`config.mk`:
```
export PLATFORM = sky130hd
export DESIGN_NAME = configregpwm_decode
export DESIGN_NICKNAME = d
export VERILOG_FILES = /design/src/rtl/configregpwm_decode.sv
export SDC_FILE = /design/constraint.sdc
export NUM_CORES = 1
export LEC_CHECK = 0
export CORE_ASPECT_RATIO = 1.75
export CORE_MARGIN = 2
export CORE_UTILIZATION = 46
export CTS_CLUSTER_SIZE = 8
export DETAILED_ROUTE_END_ITERATION = 6
export MAX_ROUTING_LAYER = met4
export PLACE_DENSITY = 0.77
export SLEW_MARGIN = 20
export SYNTH_ARGS = -nofsm -noshare
export SYNTH_HDL_FRONTEND = slang
export SYNTH_SLANG_ARGS = --single-unit
```
`constraint.sdc`:
```
create_clock -name clk -period 2.2 [get_ports clk]
set_input_delay 0.66 -clock clk [delete_from_list [all_inputs] [get_ports clk]]
set_output_delay 0.66 -clock clk [all_outputs]
set_load 0.1 [all_outputs]
```
`src/rtl/configregpwm_decode.sv`:
```
// PWM config register decoder with period-synchronised shadow transfer.
// Optional CONFIGREGPWM_READBACK_EN adds reg_active readback of active fields.
`ifndef PWMCOUNT_WIDTH
`define PWMCOUNT_WIDTH 16
`endif

module configregpwm_decode #(
    parameter int unsigned TIMEOUT = 255
) (
    input  logic                       clk,
    input  logic                       rst,
    input  logic [`PWMCOUNT_WIDTH-1:0] reg_in,
    input  logic                       reg_wr,
    input  logic                       period_sync,
    input  logic                       err_clr,
    output logic                       pwm_onoff,
    output logic                       int_onoff,
    output logic                       pwmclkdiv_onoff,
    output logic                       dtclkdiv_onoff,
    output logic                       mask_mode,
    output logic [1:0]                 count_mode,
`ifdef CONFIGREGPWM_READBACK_EN
    output logic [`PWMCOUNT_WIDTH-1:0] reg_active,
`endif
    output logic                       update_pulse,
    output logic                       pending,
    output logic                       cfg_err
);

    localparam int unsigned CW = (TIMEOUT > 0) ? $clog2(TIMEOUT + 1) : 1;

    typedef enum logic {
        IDLE,
        PENDING
    } state_t;

    state_t        state_q, state_d;
    logic [6:0]    act_q, act_d;
    logic [6:0]    shd_q, shd_d;
    logic [CW-1:0] cnt_q, cnt_d;
    logic          upd_q, upd_d;
    logic          err_q, err_d;

    logic [6:0] dec;
    logic       illegal;
    logic       legal;
    logic       expire;
    logic       unused_hi;

    assign dec       = reg_in[6:0];
    assign unused_hi = ^reg_in[`PWMCOUNT_WIDTH-1:7];
    assign illegal   = reg_wr && (reg_in[1:0] == 2'b11);
    assign legal     = reg_wr && !illegal;

    generate
        if (TIMEOUT > 0) begin : g_tmo
            assign expire = (cnt_q == CW'(TIMEOUT - 1));
        end else begin : g_no_tmo
            assign expire = 1'b0;
        end
    endgenerate

    always_comb begin
        state_d = state_q;
        act_d   = act_q;
        shd_d   = shd_q;
        cnt_d   = '0;
        upd_d   = 1'b0;
        err_d   = illegal | (err_q & ~err_clr);
        unique case (state_q)
            IDLE: begin
                if (legal) begin
                    if (!act_q[6]) begin
                        act_d = dec;
                        upd_d = 1'b1;
                    end else begin
                        shd_d   = dec;
                        state_d = PENDING;
                    end
                end
            end
            PENDING: begin
                if (TIMEOUT > 0) begin
                    cnt_d = cnt_q + 1'b1;
                end
                // A coincident write re-arms the shadow after the old value lands
                if (period_sync || expire) begin
                    act_d = shd_q;
                    upd_d = 1'b1;
                    cnt_d = '0;
                    if (legal) begin
                        shd_d = dec;
                    end else begin
                        state_d = IDLE;
                    end
                end else if (legal) begin
                    shd_d = dec;
                    cnt_d = '0;
                end
            end
            default: state_d = IDLE;
        endcase
    end

    always_ff @(posedge clk) begin
        if (rst) begin
            state_q <= IDLE;
            act_q   <= '0;
            shd_q   <= '0;
            cnt_q   <= '0;
            upd_q   <= 1'b0;
            err_q   <= 1'b0;
        end else begin
            state_q <= state_d;
            act_q   <= act_d;
            shd_q   <= shd_d;
            cnt_q   <= cnt_d;
            upd_q   <= upd_d;
            err_q   <= err_d;
        end
    end

    assign pwm_onoff       = act_q[6];
    assign int_onoff       = act_q[5];
    assign pwmclkdiv_onoff = act_q[4];
    assign dtclkdiv_onoff  = act_q[3];
    assign mask_mode       = act_q[2];
    assign count_mode      = act_q[1:0];
    assign update_pulse    = upd_q;
    assign pending         = (state_q == PENDING);
    assign cfg_err         = err_q;

`ifdef CONFIGREGPWM_READBACK_EN
    always_comb begin
        reg_active      = '0;
        reg_active[6:0] = act_q;
    end
`endif

endmodule
```
== Word level (Yosys, flattened, before mapping) ==
Cells that the tools add are included.

* Bits in registers: 25
* Bits of input ports: 21
* Output and inout port bits: 10
* Word-level logic and storage cells: 44

* Add/subtract/negate cells: 1
* Equal/unequal tests: 7
* Muxes and demuxes: 17
* Bitwise logic cells: 4
* Reduce and logical (&&, ||, !) cells: 8

{| class="wikitable"
|+ Operator list
! cell !! number
|-
| 7-bit two-way mux || 6
|-
| 7-bit one-hot mux with 2 select lines || 2
|-
| 8-bit by 1-bit adder with 8-bit output (second input constant) || 1
|-
| 8-bit equality test (second input constant) || 1
|-
| 1-bit two-way mux || 7
|-
| 2-bit != test (second input constant) || 3
|-
| 3-bit AND reduction || 2
|-
| 2-bit by 1-bit != test with 1-bit output (second input constant) || 2
|-
| 1-bit one-hot mux with 2 select lines || 2
|-
| 4-bit OR reduction || 1
|-
| 2-bit equality test (second input constant) || 1
|-
| 1-bit logical AND || 2
|-
| 1-bit NOT || 2
|-
| 2-bit AND reduction || 1
|-
| 1-bit bitwise AND || 1
|-
| 1-bit zero test || 1
|-
| 1-bit logical OR || 1
|-
| 1-bit OR || 1
|}

== Longest topological paths before layout ==
Gate-level depths: netlist of the first run.

* Depth after elaboration: 7
* Gate-level depth with buffers: 6
* Depth with buffers taken out: 5

== Least setup slack after synthesis of the first run ==
OpenSTA, ideal clock, no wires.

* Path kind: register -> register
* From: register act_q[6]
* To: register shd_q[0]
* Setup time: 0.128 ns
* Arrival: 1.964 ns
* Data required time: 2.072 ns
* Path slack: 0.109 ns
* Cell stages (with the launch flop): 6
* Period minus slack after synthesis: 2.091 ns
* Path through: dfxtp_1 > clkbuf_1 > nor2_1 > nor2_2 > mux2i_1 > nor2_1

* Cells in the longest elaborated chain, start to end: 2

{| class="wikitable"
|+ RTL lines
! what !! RTL line !! text
|-
| start, declared || 38 || <nowiki>logic [6:0] act_q, act_d;</nowiki>
|-
| start signal, assigned || 115 || <nowiki>act_q <= act_d;</nowiki>
|-
| 2-bit != test (no line) || - ||
|-
| 3-bit AND reduction (no line) || - ||
|-
| end signal, assigned || 109 || <nowiki>shd_q <= '0;</nowiki>
|-
| end signal, assigned || 116 || <nowiki>shd_q <= shd_d;</nowiki>
|-
| end, declared || 39 || <nowiki>logic [6:0] shd_q, shd_d;</nowiki>
|}

Every way passes these cells.
A chain may end at the register's enable or synchronous reset.

== Final worst setup path of the first run ==
* From: input port reg_wr
* To: register act_q[3]

* Cells in the longest elaborated chain, start to end: 5

{| class="wikitable"
|+ RTL lines
! what !! RTL line !! text
|-
| start, declared || 13 || <nowiki>input logic reg_wr,</nowiki>
|-
| 1-bit logical AND || 52 || <nowiki>assign illegal = reg_wr && (reg_in[1:0] == 2'b11);</nowiki>
|-
| 1-bit zero test || 53 || <nowiki>assign legal = reg_wr && !illegal;</nowiki>
|-
| 1-bit logical AND (*) || 53 ||
|-
| 2-bit != test (no line) (*) || - ||
|-
| 3-bit AND reduction (no line) (*) || - ||
|}

Mark *: on every way between the ends. The rest lies on a longest branch, timed or not.

==> impl_results.md, run 1 <==
- Slowest CP cell: clkdlybuf4s50_1
- Die Y: 68.80 µm
- Maxcap violations: 0
- Hold path startpoint: cfg_err
- Leading cell type in the layout, fill and taps excluded: dfxtp_1
- DRT iter0 DRCs: 30
- Worst path bufs/invs: 1
- Routed len/inst: 14.58 µm
- Row count: 23
- Ports: 31
- Clock sinks: 25
- Sequential fraction of the synthesis area: 45.35%
- Final Hold Fails: 0
- Worst Hold Slack: 0.4722 ns
- Critical path endpoint category: flip-flop
- First drt pass iteration count: 4
- CP arrival: 2.11 ns
- Final TNS setup: 0 ns
- Mapped cell area: 1104 µm²
- Core ar.: 2273 µm²
- Clock Tree Buf Depth: 2
- Vias in the first global route: 1059
- Post-DRT Antenna Nets: 0
- Fillers: 208
- PostCTS Resize Cnt: 0
- Worst-Margin Slew: 0.5220 ns
- Post-route cell area: 1456 µm²
- Setup Fix Bufs, Post-CTS: 0
- Kind of cell adding the most delay to the critical path: compound AO/OA/AOI/OAI gates
- Worst Hold End: cfg_err
- Clk root buf: clkbuf_8
- Via density: 5.652
- VDD IR max: 438.4 µV
- Final setup vio count: 0
- Clock Latency Late Sink: 0.27 ns
- Routed WL: 2596 µm
- Syn Area/Cell: 9.046 µm²
- Post-route insts no fill: 178
- CTS tree: built
- P&R area growth vs syn: 31.97%
- Total GRT Usage: 22.96%
- Most frequent cells in the layout: 25 x dfxtp_1, 21 x buf_4, 19 x nor2_1, 15 x nand2_1, 11 x clkdlybuf4s50_1
- Synthesized netlist cell count: 122
- Die width: 41.03 µm
- RSZ-0062 raised after global routing: false
- DP HPWL: 1949 µm
- CTS buffer count: 3
- Cell leakage power: 0.5499 nW
- # DRC: 0
- WHS Path Cells: 2
- Tmin final: 1.987 ns
- R2R setup slack: 0.51 ns
- Kind of critical path: input pin to flip-flop
- Synth Register Bits: 25
- Outcome: completed
- Pwr dens: 707.7 nW/µm²
- Overflow after GRT: 0
- Worst path max stage delay: 0.49 ns
- Antenna violations before repair: 0
- CP Launch Type: input pin
- Final period util: 90.34%
- Largest net degree at the start of global routing: 16
- H-Tree Depth: 1
- Nets: 177
- Crit-path cells: clkdlybuf4s50_1 > a21bo_1 > or2_1 > a211oi_1 > a311oi_1
- Syn_nets: 145
- PortBufs: 21
- Critical Path RT: 2.32 ns
- Worst rel slew slack: 65.15%
- Hold WC Path Type: flip-flop to flip-flop
- GP Congestion: 0.7682
- Clock Pin Slew Worst Setup and Hold Paths: 0.09 ns
- Yosys cell types: 30
- Post-DP Area: 1408 µm²
- Initial core utilization: 48.54%
- Hold_buf cts: 0
- Critical R2R Launch: cnt_q[0]
- First-pass GRT wire length: 4367 µm
- R2R Path End: act_q[2]
- Yosys warns: 0
- ANT cells: 0
- Via Count: 1006
- Layout cell share with drive strength beyond 1: 20.26%
- Max frequency: 503.2 MHz
- Slew Viols, Final: 0
- Worst r2r path cells: 6
- Cell count after placement: 174
- Clock skew: 0.006389 ns
- Max FO, Critical Path: 6
- DIE AREA: 2822 µm²
==> cells in the mapped netlist (all sizes together) <==
library cell,number,area share [%]
clkbuf,5,1.7
a211o,2,1.6
xnor2,1,0.79
ha,2,2.3
mux2i,7,6.3
a41o,1,0.91
dfxtp,25,45
nand3,4,1.8
or2,1,0.57
a311oi,4,3.2
a211oi,4,2.7
nand2b,1,0.57
nand4,2,1.1
a41oi,1,1.5
inv,2,0.68
o221a,1,1.0
nor4,2,1.1
and3,1,0.57
or3,1,0.68
a31oi,3,1.7
buf,2,1.5
nor3b,4,2.7
xor2,5,4.0
a21oi,4,1.8
and4,1,0.79
a21bo,1,0.91
nand2,15,5.1
nor2,20,7.0
==> worst min-delay path, cell delays in order, from the launching register on <==
cell and delay (ns):
dfxtp_1 0.31, nand2b_1 0.06, a21oi_1 0.06
==> worst max path at each step <==
stage               cells after the start     start  endpoint
floorplan                               5  act_q[6]  shd_q[0]
global placement                        5    reg_wr  act_q[1]
detailed placement                      6    reg_wr  act_q[2]
CTS                                     5    reg_wr  act_q[3]
global route                            6    reg_wr  act_q[2]
finish                                  5    reg_wr  act_q[3]
==> per-layer routing <==
metal / GRT usage (%) / wire length (µm) / vias to the layer above
met3: 3.846 / 104 / 9
met4: 10.00 / 68 / 0
met5: - / 0 / -
met1: 22.63 / 989 / 480
met2: 41.02 / 1433 / 23
li1: - / - / 494
==> power breakdown <==
part / total, mW / switching (mW) / internal, mW
clock: 0.269 / 0.140 / 0.128
combinational: 0.266 / 0.174 / 0.0920
sequential: 0.497 / 0.0230 / 0.474
==> cells by family (layout without fill, tap and decap cells) <==
logic type      Yosys count  count (layout)  synth area share, %
buf+inv                   9              40                3.855
mux                       7               7                6.349
simple gates             52              52                22.11
xor+xnor                  6               6                4.762
compound gates           21              21                15.31
flops                    25              25                45.35
fa+ha+maj                 2               2                2.267
==> metrics by stage <==
step | worst slack, ns | power [mW] | util, %
after floorplan | 0.1089 | 0.6845 | -
after global placement | 0.02606 | 0.7648 | 61.92
after detailed placement | -0.04318 | 0.7707 | 61.92
after CTS | 0.2030 | 1.038 | 64.06
after global routing | 0.03764 | 1.069 | 64.06
final | 0.2125 | 1.031 | 64.06
==> sequential cells by signal, summed over array words and instances (netlist names) <==
name,flops
act_q,7
update_pulse,1
cnt_q,8
pending,1
cfg_err,1
shd_q,7
==> final cells by class <==
class,count,area (µm²),area share (%)
sequential,25,500.5,34.36
clock buffer,3,41.29,2.835
multi-input combinational,88,560.5,38.49
clock inverter,1,7.507,0.5155
timing repair buffer,34,307.8,21.13
inverter,2,7.507,0.5155
tap,25,31.28,2.148
(Power assumes the default switching activity.)
==> inputs of run 2 (changes only) <==
--- a/config.mk
+++ b/config.mk
@@ -12,7 +12,7 @@
 export DETAILED_ROUTE_END_ITERATION = 6
 export MAX_ROUTING_LAYER = met4
 export PLACE_DENSITY = 0.77
-export SLEW_MARGIN = 20
+export SKIP_CTS_REPAIR_TIMING = 1
 export SYNTH_ARGS = -nofsm -noshare
 export SYNTH_HDL_FRONTEND = slang
 export SYNTH_SLANG_ARGS = --single-unit
==> results of run 2 <==
Same layout as run 1: the final DEF is identical, and so are final timing and power.
